`config.mk`:
```
export PLATFORM = sky130hd
export DESIGN_NAME = irig_b_frame_sequencer_flat
export DESIGN_NICKNAME = d
export VERILOG_FILES = /design/src/rtl/irig_b_frame_sequencer_if.sv /design/src/rtl/irig_b_frame_sequencer.sv /design/src/flat_wrapper.sv
export SDC_FILE = /design/constraint.sdc
export NUM_CORES = 1
export LEC_CHECK = 0
export BUFFER_PORTS_ARGS = -buffer_cell sky130_fd_sc_hd__buf_2
export CORE_MARGIN = 2
export CORE_UTILIZATION = 51
export CTS_CLUSTER_DIAMETER = 100
export CTS_CLUSTER_SIZE = 16
export DETAILED_ROUTE_END_ITERATION = 6
export PLACE_DENSITY = 0.74
export SYNTH_ARGS = -nofsm -noshare
export SYNTH_HDL_FRONTEND = slang
export SYNTH_SLANG_ARGS = --single-unit
```
`constraint.sdc`:
```
create_clock -name sys_clk -period 13.35 [get_ports sys_clk]
set_input_delay 1.335 -clock sys_clk [delete_from_list [all_inputs] [get_ports sys_clk]]
set_output_delay 1.335 -clock sys_clk [all_outputs]
set_load 0.01 [all_outputs]
```
`src/rtl/irig_b_frame_sequencer_if.sv`:
```
// Time-field handshake between the time source and the IRIG-B frame sequencer.
interface irig_b_frame_sequencer_if;
  logic       time_valid;
  logic       time_ack;
  logic [6:0] second;
  logic [6:0] minute;
  logic [5:0] hour;
  logic [9:0] day;
  logic [7:0] year;

  modport master (output time_valid, second, minute, hour, day, year, input time_ack);
  modport slave  (input time_valid, second, minute, hour, day, year, output time_ack);
endinterface

```
`src/rtl/irig_b_frame_sequencer.sv`:
```
// IRIG-B transmit sequencer: latches BCD time at frame start, then walks the
// 100 slots of a frame driving the pulse-width-coded irig_b line.
module irig_b_frame_sequencer #(
  parameter int unsigned SYM_CYCLES = 1250000,
  parameter int unsigned P_HIGH     = 1000000,
  parameter int unsigned ONE_HIGH   = 625000,
  parameter int unsigned ZERO_HIGH  = 250000,
  parameter bit          ALIGN_PPS  = 1'b1
) (
  input  logic                       sys_clk,
  input  logic                       sys_rst,
  input  logic                       enable,
  input  logic                       pps,
  irig_b_frame_sequencer_if.slave    tbus,
  output logic                       irig_b,
  output logic [6:0]                 sym_index,
  output logic [1:0]                 sym_type,
  output logic                       frame_start,
  output logic                       busy,
  output logic                       resync,
  output logic                       stale
);

  localparam int unsigned    CW       = (SYM_CYCLES > 1) ? $clog2(SYM_CYCLES) : 1;
  localparam logic [CW-1:0]  CNT_LAST = CW'(SYM_CYCLES - 1);
  localparam logic [1:0]     SYM_ZERO = 2'b00;
  localparam logic [1:0]     SYM_ONE  = 2'b01;
  localparam logic [1:0]     SYM_MARK = 2'b10;

  function automatic logic [99:0] marker_map();
    logic [99:0] m;
    m    = '0;
    m[0] = 1'b1;
    for (int unsigned i = 9; i < 100; i += 10) m[i] = 1'b1;
    return m;
  endfunction

  localparam logic [99:0] MARKERS = marker_map();

  typedef enum logic [1:0] {IDLE, ARM, RUN, LAST} state_t;

  state_t        state, state_n;
  logic [CW-1:0] cnt, cnt_n;
  logic [6:0]    idx_n;
  logic [1:0]    type_n;
  logic          irig_n, start, resync_n, ack_q;
  logic [31:0]   high_n;
  logic [99:0]   data_bits;

  logic [6:0]    sh_second, sh_minute;
  logic [5:0]    sh_hour;
  logic [9:0]    sh_day;
  logic [7:0]    sh_year;

  assign busy          = (state == RUN);
  assign tbus.time_ack = ack_q;

  always_comb begin
    data_bits        = '0;
    data_bits[4:1]   = sh_second[3:0];
    data_bits[8:6]   = sh_second[6:4];
    data_bits[13:10] = sh_minute[3:0];
    data_bits[17:15] = sh_minute[6:4];
    data_bits[23:20] = sh_hour[3:0];
    data_bits[26:25] = sh_hour[5:4];
    data_bits[33:30] = sh_day[3:0];
    data_bits[38:35] = sh_day[7:4];
    data_bits[41:40] = sh_day[9:8];
    data_bits[53:50] = sh_year[3:0];
    data_bits[58:55] = sh_year[7:4];
  end

  // A frame start (from ARM, a mid-frame pps, or a pps during LAST) overrides
  // whatever the per-state stepping decided.
  always_comb begin
    state_n  = state;
    cnt_n    = cnt;
    idx_n    = sym_index;
    start    = 1'b0;
    resync_n = 1'b0;
    case (state)
      IDLE: if (enable) state_n = ARM;
      ARM: begin
        if (!enable) state_n = IDLE;
        else if (!ALIGN_PPS || pps) start = 1'b1;
      end
      RUN: begin
        if (ALIGN_PPS && pps) begin
          start    = 1'b1;
          resync_n = 1'b1;
        end else if (cnt == CNT_LAST) begin
          cnt_n = '0;
          if (sym_index == 7'd99) state_n = LAST;
          else idx_n = sym_index + 7'd1;
        end else begin
          cnt_n = cnt + CW'(1);
        end
      end
      LAST: begin
        idx_n = '0;
        if (!enable) state_n = IDLE;
        else if (ALIGN_PPS && pps) start = 1'b1;
        else state_n = ARM;
      end
      default: state_n = IDLE;
    endcase

    if (start) begin
      state_n = RUN;
      cnt_n   = '0;
      idx_n   = '0;
    end

    type_n = SYM_ZERO;
    if (state_n == RUN) begin
      if (MARKERS[idx_n]) type_n = SYM_MARK;
      else if (data_bits[idx_n]) type_n = SYM_ONE;
    end

    case (type_n)
      SYM_MARK: high_n = P_HIGH;
      SYM_ONE:  high_n = ONE_HIGH;
      default:  high_n = ZERO_HIGH;
    endcase
    irig_n = (state_n == RUN) && (32'(cnt_n) < high_n);
  end

  always_ff @(posedge sys_clk or posedge sys_rst) begin
    if (sys_rst) begin
      state       <= IDLE;
      cnt         <= '0;
      sym_index   <= '0;
      sym_type    <= '0;
      irig_b      <= 1'b0;
      frame_start <= 1'b0;
      resync      <= 1'b0;
      ack_q       <= 1'b0;
      stale       <= 1'b0;
      sh_second   <= '0;
      sh_minute   <= '0;
      sh_hour     <= '0;
      sh_day      <= '0;
      sh_year     <= '0;
    end else begin
      state       <= state_n;
      cnt         <= cnt_n;
      sym_index   <= idx_n;
      sym_type    <= type_n;
      irig_b      <= irig_n;
      frame_start <= start;
      resync      <= resync_n;
      ack_q       <= start && tbus.time_valid;
      if (start) begin
        stale <= !tbus.time_valid;
        if (tbus.time_valid) begin
          sh_second <= tbus.second;
          sh_minute <= tbus.minute;
          sh_hour   <= tbus.hour;
          sh_day    <= tbus.day;
          sh_year   <= tbus.year;
        end
      end
    end
  end

endmodule
```
`src/flat_wrapper.sv`:
```
// flat-port wrapper written by rule: the top's interface ports become plain ports
module irig_b_frame_sequencer_flat 
#(
  parameter int unsigned SYM_CYCLES = 1250000,
  parameter int unsigned P_HIGH     = 1000000,
  parameter int unsigned ONE_HIGH   = 625000,
  parameter int unsigned ZERO_HIGH  = 250000,
  parameter bit          ALIGN_PPS  = 1'b1
)
  (sys_clk, sys_rst, enable, pps, irig_b, sym_index, sym_type, frame_start, busy, resync, stale, tbus_time_valid, tbus_second, tbus_minute, tbus_hour, tbus_day, tbus_year, tbus_time_ack);
  irig_b_frame_sequencer_if tbus_i ();
  input  logic sys_clk;
  input  logic sys_rst;
  input  logic enable;
  input  logic pps;
  output logic irig_b;
  output logic [6:0] sym_index;
  output logic [1:0] sym_type;
  output logic frame_start;
  output logic busy;
  output logic resync;
  output logic stale;
  input wire logic [$bits(tbus_i.time_valid)-1:0] tbus_time_valid;
  input wire logic [$bits(tbus_i.second)-1:0] tbus_second;
  input wire logic [$bits(tbus_i.minute)-1:0] tbus_minute;
  input wire logic [$bits(tbus_i.hour)-1:0] tbus_hour;
  input wire logic [$bits(tbus_i.day)-1:0] tbus_day;
  input wire logic [$bits(tbus_i.year)-1:0] tbus_year;
  output wire logic [$bits(tbus_i.time_ack)-1:0] tbus_time_ack;
  assign tbus_i.time_valid = tbus_time_valid;
  assign tbus_i.second = tbus_second;
  assign tbus_i.minute = tbus_minute;
  assign tbus_i.hour = tbus_hour;
  assign tbus_i.day = tbus_day;
  assign tbus_i.year = tbus_year;
  assign tbus_time_ack = tbus_i.time_ack;
  irig_b_frame_sequencer #(.SYM_CYCLES(SYM_CYCLES), .P_HIGH(P_HIGH), .ONE_HIGH(ONE_HIGH), .ZERO_HIGH(ZERO_HIGH), .ALIGN_PPS(ALIGN_PPS)) u_core (.sys_clk(sys_clk), .sys_rst(sys_rst), .enable(enable), .pps(pps), .tbus(tbus_i), .irig_b(irig_b), .sym_index(sym_index), .sym_type(sym_type), .frame_start(frame_start), .busy(busy), .resync(resync), .stale(stale));
endmodule
```
==> impl_metrics.json, run 1 <==
{
  "cts_sinks": 75,
  "cap_violations": 0,
  "reg2reg_depth": 19,
  "power.leakage_nw": 2.23,
  "min_to": "u_core.stale",
  "hold_viol_final": 0,
  "worst_slew_pin_slew_ns": 0.966,
  "drc_errors": 0,
  "placed_cell_area_um2": 4760,
  "htreeDepth": 3,
  "final_area_um2": 4930,
  "layout-drive-gt1-share": 0.285,
  "skew_ns": 0.0104,
  "status": "completed",
  "die_area_um2": 9480,
  "total_power_uw": 655,
  "hold_path_class": "register to register",
  "synth_flop_cell": "dfrtp_1",
  "syn_area_um2": 4440,
  "post_cts_resized": 0,
  "n_antenna_cell": 0,
  "period_needed_ns": 5.50,
  "die_w_um": 97.4,
  "synth.yosys.warnings": 0,
  "timing.rr.start": "u_core.cnt[0]",
  "yosysSeqAreaShare": 0.422,
  "totalNegativeSetupSlack_ns": 0,
  "synth_cells": 443,
  "stdcell_count": 606,
  "postCtsSetupRepairBufs": 0,
  "post_drt_wl_per_cell_um": 17.9,
  "critPathMaxFanout": 16,
  "async_flop_share": 1.00,
  "r2r-end": "u_core.irig_b",
  "clk_latency_ns": 0.36,
  "fin_util": 0.574,
  "num-nets-final": 552,
  "ys_top_cells_by_area": "dfrtp_1 (42%), mux2_2 (10%), ha_1 (4.5%), nor2_1 (3.5%), nand2_1 (2.4%)",
  "dr.pass1.iters": 5,
  "period_share": 0.412,
  "synth.ff_latch_count": 75,
  "overflow": 0,
  "grt_use_total": 0.240,
  "grt_pass1_vias": 3645,
  "antenna_found_initial": 0,
  "placedCellCount": 590,
  "relSlewSlack": 0.356,
  "io-pin-count": 58,
  "fillerInstances": 764,
  "ir_worst_vdd_uv": 86.0,
  "whs_path_depth": 2,
  "numPortBuffers": 57,
  "die_h_um": 97.4,
  "area_growth_syn_to_layout_pct": 11.0,
  "ys_types": 79,
  "powerDensity_nw_per_um2": 133,
  "cts_hold_buf": 0,
  "routabilityCongestion": 0.901,
  "grt_max_degree": 76,
  "drtIter0Drc": 215,
  "cp.required_ns": 13.65,
  "synth_nets": 502,
  "critical_path_class": "input port to register",
  "std_cell_rows": 34,
  "cts_buffers": 9,
  "fmax_ghz": 0.182,
  "clockBufferDepth": 2,
  "viasPerCell": 6.19,
  "ant_nets": 0,
  "synth.avg_cell_area_um2": 10.0,
  "cts_tree": "yes",
  "reg2reg_slack_ns": 7.90,
  "synth_top_area_cell": "dfrtp_1",
  "start_util": 0.517,
  "min_from": "u_core.stale",
  "grt_pass1_wl_um": 18300,
  "critPathArrivalTime_ns": 5.80,
  "coreArea_um2": 8590,
  "rsz0062_at_grt": "no",
  "vias": 3754,
  "setup_viol": 0,
  "cts-root-buf": "clkbuf_8",
  "synth_top_area_frac": 0.422,
  "synth_edf_count": 0,
  "drt-total-wl_um": 10800,
  "cp-start-kind": "input port",
  "clk_pin_slew_worst_paths_ns": 0.08,
  "cp-end-kind": "register",
  "hpwl_um": 7940,
  "drv_slew": 0
}
through the flow:
step                      setup WS [ns]  hold slack, ns
final                              7.85           0.512
after floorplan                    8.45           0.471
after detailed placement           7.58           0.496
after global routing               7.46           0.526
after CTS                          7.93           0.516
after global placement             7.76           0.481
cells by family after synthesis:
logic type | Yosys count | synth area share
simple gates | 156 | 0.193
fa+ha+maj | 16 | 0.0450
flops | 75 | 0.422
compound gates | 103 | 0.168
mux | 41 | 0.104
buf+inv | 41 | 0.0462
xor+xnor | 11 | 0.0217
area by class of cell:
type	count	area, um^2	share of cell area
repair buffers	60	308	0.0624
clock inverters	6	41.3	0.00837
inverters	20	75.1	0.0152
well taps	108	135	0.0274
multi-input cells	327	2370	0.480
clock buffers	10	128	0.0259
flip-flops and latches	75	1880	0.381
critical path, stage by stage:
cell       delay [ns]
buf_2            0.19
a21oi_1          0.38
a311oi_1         0.21
o31ai_2          0.59
inv_1            0.32
nor2_1           0.26
a221oi_1         0.12
a311o_1          0.34
o311a_1          0.14
nor4_2           0.23
ha_1             0.28
inv_1            0.10
ha_1             0.30
a21o_1           0.16
a2111oi_0        0.44
o211ai_1         0.15
a21oi_1          0.15
o21a_1           0.11
layer usage:
metal | wire length, um | vias to the layer above | global-route usage
met3 | 583 | 24 | 0.0525
met4 | 237 | 0 | 0.0748
met1 | 5040 | 1838 | 0.337
met2 | 4990 | 144 | 0.374
met5 | 0 | - | 0
li1 | - | 1748 | -
cells in the mapped netlist, drive strengths merged (4+ instances only):
library cell	count
dfrtp	75
nor2	41
mux2	40
nand2	28
o21ai	21
inv	20
a21oi	17
nand3	17
ha	16
clkbuf	14
nor3	11
nand4	10
a31oi	8
and3	8
buf	7
nor4	7
o21a	7
xnor2	6
o211ai	5
or3	5
xor2	5
nor3b	4
o31ai	4
or4	4
registers in the layout, indices dropped and copies added (netlist names), 2 cells and up:
signal / cells
u_core.sh_day: 10
u_core.sh_second: 7
u_core.sh_year: 8
u_core.cnt: 21
u_core.state: 2
u_core.sh_hour: 6
u_core.sh_minute: 7
u_core.sym_type: 2
u_core.sym_index: 7
worst max path at each step:
stage	startpoint	endpoint	slack, ns
6_report	pps	u_core.irig_b	7.85
2_1_floorplan	pps	u_core.irig_b	8.45
5_1_grt	pps	u_core.irig_b	7.46
3_3_place_gp	pps	u_core.irig_b	7.76
3_5_place_dp	pps	u_core.irig_b	7.58
4_1_cts	pps	u_core.irig_b	7.93
placed cells by master, fill, tap and decap left out, types with 3 or more instances in the layout:
cell type / synthesis / routed
or4_1: 4 / 4
a31oi_1: 8 / 8
nor3b_1: 4 / 4
a21o_1: 3 / 3
nand3_1: 16 / 16
buf_4: 0 / 3
xnor2_1: 6 / 6
a21oi_1: 17 / 17
o21a_1: 7 / 7
o211ai_1: 5 / 5
nor4_1: 5 / 5
clkbuf_8: 3 / 9
nor3_1: 11 / 11
a221oi_1: 3 / 3
inv_1: 18 / 17
ha_1: 16 / 16
inv_2: 2 / 3
clkinvlp_4: 0 / 3
or3_1: 3 / 3
mux2_2: 40 / 40
xor2_1: 5 / 5
or2b_2: 3 / 3
o21ai_0: 19 / 19
nand4_1: 10 / 10
dfrtp_1: 75 / 75
nor2_1: 41 / 41
and3_1: 8 / 8
nand2_1: 28 / 28
buf_2: 5 / 57
power breakdown:
group	internal [mW]	leakage [nW]	switching (mW)
Clock	0.0674	0.0787	0.0897
Sequential	0.283	0.958	0.0393
Combinational	0.0886	1.19	0.0871
(Power assumes the default switching activity.)
==> run 2: changes to the inputs <==
--- a/config.mk
+++ b/config.mk
@@ -5,13 +5,14 @@
 export SDC_FILE = /design/constraint.sdc
 export NUM_CORES = 1
 export LEC_CHECK = 0
+export ABC_AREA = 1
 export BUFFER_PORTS_ARGS = -buffer_cell sky130_fd_sc_hd__buf_2
 export CORE_MARGIN = 2
 export CORE_UTILIZATION = 51
 export CTS_CLUSTER_DIAMETER = 100
 export CTS_CLUSTER_SIZE = 16
 export DETAILED_ROUTE_END_ITERATION = 6
-export PLACE_DENSITY = 0.74
+export PLACE_DENSITY = 0.76
 export SYNTH_ARGS = -nofsm -noshare
 export SYNTH_HDL_FRONTEND = slang
 export SYNTH_SLANG_ARGS = --single-unit
==> constraint.sdc (replaced) <==
create_clock -name sys_clk -period 4.76 [get_ports sys_clk]
set_input_delay 0.476 -clock sys_clk [delete_from_list [all_inputs] [get_ports sys_clk]]
set_output_delay 0.476 -clock sys_clk [all_outputs]
set_load 0.01 [all_outputs]
==> run 2 against run 1 <==
Die area rose by 5.0%. Largest cell class unchanged. Clock skew fell by 0.0018 ns. Clock power rose to 3.0 times the previous value. Synthesized cell count rose by 47%. Worst setup slack got worse by 7.4 ns. Routed wire length rose by 15%. Power rose by 100%. Sequential share of layout area fell by 2.2 points. Final area rose by 6.1%. Combinational power fell by 12%. Critical path type is now register to register.
==> impl_metrics.json, run 2 <==
{
  "status": "completed",
  "totalNegativeSetupSlack_ns": 0,
  "synth.yosys.warnings": 0,
  "grt_pass1_vias": 4316,
  "fin_util": 0.594,
  "synth_cells": 651,
  "layout_common_cells": "nand2_1 (216), dfrtp_1 (75), inv_1 (72)",
  "antenna_found_initial": 0,
  "drc_errors": 0,
  "cp_top_family": "simple AND/OR/NAND/NOR gates",
  "yosysMostFrequentCell": "nand2_1",
  "drtIter0Drc": 424,
  "ys_types": 37,
  "cts-root-buf": "clkbuf_8",
  "period_share": 0.899,
  "relSlewSlack": 0.470,
  "final_common_cell": "nand2_1",
  "post-place-ws_ns": 0.429,
  "cts_hold_buf": 0,
  "critical_path_class": "register to register",
  "crit_cells": 24,
  "vias": 4546,
  "period_needed_ns": 4.28,
  "synth.ff_latch_count": 75,
  "yosysSeqAreaShare": 0.401,
  "skew_ns": 0.00858,
  "drv_slew": 0,
  "grt_max_degree": 40,
  "reg2reg_depth": 24,
  "cap_violations": 0,
  "cts_tree": "yes",
  "hold_path_class": "input port to asynchronous set/reset pin",
  "slowest_stage": "ha_1",
  "fmax_ghz": 0.234,
  "routabilityCongestion": 0.999,
  "finalWorstSetupSlack_ns": 0.481,
  "area_growth_syn_to_layout_pct": 11.9,
  "io-pin-count": 58,
  "die_w_um": 99.8,
  "synth_flop_cell": "dfrtp_1",
  "cp-end-kind": "register",
  "async_flop_share": 1.00,
  "synth.avg_cell_area_um2": 7.18,
  "start_util": 0.531,
  "critPathArrivalTime_ns": 4.52,
  "setup_viol": 0,
  "synth_top_area_cell": "dfrtp_1",
  "cts_buffers": 9,
  "fillerInstances": 847,
  "hold_viol_final": 0,
  "htreeDepth": 3,
  "cp_cell_sequence": "ha_1 -> nand3_1 -> nor2_1 -> nand4_2 -> nor2_2 -> nand2_1 -> nand3_2 -> nand2_4 -> nor2_4 -> nand2_1 -> nand3_1 -> nand3_1 -> o211ai_1 -> nand3_1 -> ha_1 -> inv_1 -> ha_1 -> nand2_1 -> o21ai_0 -> nand4_1 -> nand3_1 -> nand3_1 -> nand3_1 -> nor3_1",
  "synthTopCellsByCount": "nand2_1 (216), dfrtp_1 (75), inv_1 (73)",
  "seqCellArea_um2": 1880,
  "clk_latency_ns": 0.36,
  "synth_edf_count": 0,
  "powerDensity_nw_per_um2": 254,
  "path_buf_inv": 1,
  "syn_area_um2": 4680,
  "grt_pass1_wl_um": 21100,
  "ys_top_cells_by_area": "dfrtp_1 (40%), nand2_1 (17%), nand3_1 (6.1%), inv_1 (5.9%), ha_1 (4.3%)",
  "cpMostUsedCell": "nand3_1",
  "synth_nets": 710,
  "critPathMaxFanout": 8,
  "power.leakage_nw": 2.73,
  "hpwl_um": 9560,
  "largest_register_ffs": 21,
  "die_area_um2": 9950,
  "whs_ns": 0.262,
  "layout-drive-gt1-share": 0.165,
  "clockBufferDepth": 2,
  "cp_slowest_stage_delay_ns": 0.41,
  "cp-start-kind": "register",
  "numPortBuffers": 57,
  "num-nets-final": 768,
  "post_cts_resized": 0,
  "std_cell_rows": 34,
  "die_h_um": 99.8,
  "clk_pin_slew_worst_paths_ns": 0.08,
  "multi_input_area_um2": 2380,
  "top_regs": "u_core.cnt x21, u_core.sh_day x10, u_core.sh_year x8",
  "grt_use_total": 0.268,
  "ant_nets": 0,
  "viasPerCell": 5.53,
  "synth_top_area_frac": 0.401,
  "coreArea_um2": 8810,
  "top_register": "u_core.cnt",
  "post_drt_wl_per_cell_um": 15.1,
  "cp.required_ns": 5.00,
  "overflow": 0,
  "cts_sinks": 75,
  "placed_cell_area_um2": 5050,
  "rsz0062_at_grt": "no",
  "dr.pass1.iters": 5,
  "postCtsSetupRepairBufs": 0,
  "ir_worst_vdd_uv": 147,
  "final_area_um2": 5230,
  "worst_slew_pin_slew_ns": 0.794,
  "drt-total-wl_um": 12400,
  "n_antenna_cell": 0
}
-- run 2: cell types whose count changed after synthesis, sizes merged, moves of 9 or more --
cell    before  now
o21ai       21   36
mux2        40    0
clkbuf      14    5
nand3       17   62
nand2       28  223
nor2        41   59
inv         20   83
-- run 2: layer usage --
metal,global-route usage,routed length [um],vias up
met5,0,0,-
met4,0.0790,175,0
met3,0.0415,959,16
met2,0.402,5340,210
met1,0.403,5970,2103
li1,-,-,2217
-- run 2: final timing paths --
kind | startpoint | end | slack, ns
hold reg to reg | u_core.sh_minute[2] | u_core.sh_minute[2] | 0.48
setup reg to reg | u_core.cnt[0] | u_core.irig_b | 0.48
hold / removal | sys_rst | u_core.sh_minute[1] | 0.26
min in group sys_clk | tbus_day[8] | u_core.sh_day[8] | 0.31
max in group asynchronous | sys_rst | u_core.cnt[13] | 3.49
setup / recovery | u_core.cnt[0] | u_core.irig_b | 0.48
-- run 2: logic make-up after synthesis --
kind of cell,share of synthesized area
AOI/OAI and AO/OA,0.0912
xor gates and xnor gates,0.0112
adders and majority gates,0.0428
buffers and inverters,0.0888
DFF,0.401
and+or+nand+nor,0.365
-- run 2: area by class of cell --
cell class                 count  share of cell area
multi-input combinational    476               0.456
sequential                    75               0.359
timing repair buffer          64              0.0645
inverter                      83              0.0595
clock buffer                  11              0.0289
tap                          108              0.0258
clock inverter                 5             0.00693
-- run 2: per-stage QoR --
| stage | cells | total power [mW] |
|---|---|---|
| CTS | 822 | 1.34 |
| finish | 822 | 1.33 |
| floorplan | 651 | 0.813 |
| global placement | 806 | 0.867 |
| global route | 822 | 1.39 |
| detailed placement | 806 | 0.873 |
-- run 2: report_power, final --
part	total (mW)	internal, mW	switching (mW)
clock network	0.466	0.219	0.248
registers	0.707	0.683	0.0243
logic	0.154	0.0559	0.0978
total	1.33	0.957	0.370
==> run 3: changes to the inputs <==
--- a/config.mk
+++ b/config.mk
@@ -7,6 +7,7 @@
 export LEC_CHECK = 0
 export ABC_AREA = 1
 export BUFFER_PORTS_ARGS = -buffer_cell sky130_fd_sc_hd__buf_2
+export CORE_ASPECT_RATIO = 1.5
 export CORE_MARGIN = 2
 export CORE_UTILIZATION = 51
 export CTS_CLUSTER_DIAMETER = 100
==> run 3 against run 2 <==
Sequential power hardly changed. Utilization is 0.91 points higher. Die area is 0.15% higher. Clock power is 62% higher. Critical path type unchanged. Critical endpoint unchanged. Largest cell class unchanged. Highest routed layer unchanged.
==> impl_metrics.json, run 3 (synthesis gave the netlist of run 2 again) <==
{
  "total_power_mw": 1.62,
  "totalNegativeSetupSlack_ns": 0,
  "cp.required_ns": 5.00,
  "period_share": 0.888,
  "grt_max_degree": 58,
  "grtUsageMet1": 0.307,
  "p_sw_frac": 0.256,
  "fin_util": 0.603,
  "cpMostUsedCell": "nand2_1",
  "numPortBuffers": 57,
  "area_growth_syn_to_layout_pct": 14.6,
  "die_h_um": 121,
  "top_register": "u_core.cnt",
  "overflow": 0,
  "period_needed_ns": 4.23,
  "antenna_found_initial": 0,
  "top_regs": "u_core.cnt x21, u_core.sh_day x10, u_core.sh_year x8",
  "reg2reg_slack_ns": 0.53,
  "cts_buffers": 9,
  "reg2reg_depth": 27,
  "power_frac_comb": 0.097,
  "routabilityCongestion": 0.893,
  "layout_common_cells": "nand2_1 (216), dfrtp_1 (75), inv_1 (72)",
  "critical_path_class": "register to register",
  "coreArea_um2": 8880,
  "post_drt_wl_per_cell_um": 16.5,
  "final_common_cell": "nand2_1",
  "p_sw_uw": 415,
  "setup_viol": 0,
  "htreeDepth": 3,
  "postCtsSetupRepairBufs": 0,
  "drt-total-wl_um": 13600,
  "n_antenna_cell": 0,
  "cap_violations": 0,
  "pwr-share-seq": 0.436,
  "status": "completed",
  "clk_latency_ns": 0.35,
  "clkPwrFrac": 0.466,
  "path_buf_inv": 4,
  "ir_worst_vdd_uv": 211,
  "cts_hold_buf": 0,
  "num-nets-final": 766,
  "stdcell_count": 822,
  "placedCellCount": 806,
  "fmax_ghz": 0.237,
  "die_w_um": 82.2,
  "dr.pass1.iters": 5,
  "post_cts_resized": 0,
  "timing.rr.start": "u_core.cnt[6]",
  "r2r-end": "u_core.irig_b",
  "skew_ns": 0.00633,
  "cts_tree": "yes",
  "grt_pass1_vias": 4651,
  "rsz0062_at_grt": "no",
  "cp-end-kind": "register",
  "slowest_stage": "dfrtp_1",
  "clk_pin_slew_worst_paths_ns": 0.06,
  "vias": 4589,
  "grt_pass1_wl_um": 22600,
  "post-place-ws_ns": 0.486,
  "grt_use_met2": 0.530,
  "io-pin-count": 58,
  "viasPerCell": 5.58,
  "cts_sinks": 75,
  "drv_slew": 0,
  "drc_errors": 0,
  "power.leakage_nw": 2.78,
  "cp_top_family": "simple AND/OR/NAND/NOR gates",
  "ant_nets": 0,
  "cp-start-kind": "register",
  "hold_viol_final": 0,
  "cts-root-buf": "clkbuf_16",
  "busiest_layer": "met2",
  "intPower_mw": 1.20,
  "critPathArrivalTime_ns": 4.46,
  "cp_slowest_stage_delay_ns": 0.50,
  "powerDensity_nw_per_um2": 302,
  "die_area_um2": 9970,
  "relSlewSlack": 0.500,
  "finalWorstSetupSlack_ns": 0.532,
  "largest_register_ffs": 21,
  "critPathMaxFanout": 6,
  "hold_path_class": "input port to asynchronous set/reset pin",
  "layout-drive-gt1-share": 0.163,
  "std_cell_rows": 42,
  "hpwl_um": 10600,
  "grt_use_met3": 0.0707,
  "worst_slew_pin_slew_ns": 0.744,
  "grt_use_total": 0.306,
  "clockBufferDepth": 2,
  "start_util": 0.527,
  "drtIter0Drc": 259
}
==> run 3: cell count changes in the layout (fill, tap and decap cells not counted), sizes merged <==
cell / previous run / this run
clkbuf: 11 / 9
inv: 84 / 85
bufinv: 0 / 2
clkinv: 1 / 0
buf: 64 / 62
==> run 3: worst max-delay path by stage <==
stage                  start  cells after the start       endpoint  slack, ns
5_1_grt        u_core.cnt[3]                     25  u_core.irig_b       0.07
3_5_place_dp             pps                     23  u_core.irig_b       0.49
6_report       u_core.cnt[6]                     27  u_core.irig_b       0.53
4_1_cts        u_core.cnt[0]                     26  u_core.irig_b       0.53
3_3_place_gp             pps                     23  u_core.irig_b       0.58
2_1_floorplan  u_core.cnt[0]                     30  u_core.irig_b       1.36
==> run 3: per-stage QoR <==
stage | hold WS, ns | cell area [um^2]
2_1_floorplan | 0.440 | 4680
3_3_place_gp | 0.459 | 5030
3_5_place_dp | 0.461 | 5030
4_1_cts | 0.287 | 5360
5_1_grt | 0.322 | 5360
6_report | 0.256 | 5360
==> run 3: layout make-up <==
type | instances | area, um^2
Multi-Input combinational cell | 476 | 2380
Fill cell | 833 | 3520
Clock inverter | 7 | 100
Sequential cell | 75 | 1880
Clock buffer | 9 | 225
Inverter | 83 | 312
Tap cell | 110 | 138
Timing Repair Buffer | 62 | 323
==> run 3: power by group through the flow <==
stage	Clock, mW	Combinational [mW]	Sequential (mW)
3_5_place_dp	0	0.158	0.717
4_1_cts	0.762	0.159	0.705
2_1_floorplan	0	0.101	0.712
3_3_place_gp	0	0.154	0.716
6_report	0.754	0.157	0.705
5_1_grt	0.789	0.182	0.710
==> run 3: layer usage <==
layer | share of wire | up-vias
li1 | - | 2217
met1 | 0.35 | 2142
met2 | 0.53 | 170
met3 | 0.041 | 60
met4 | 0.074 | 0
met5 | 0 | -
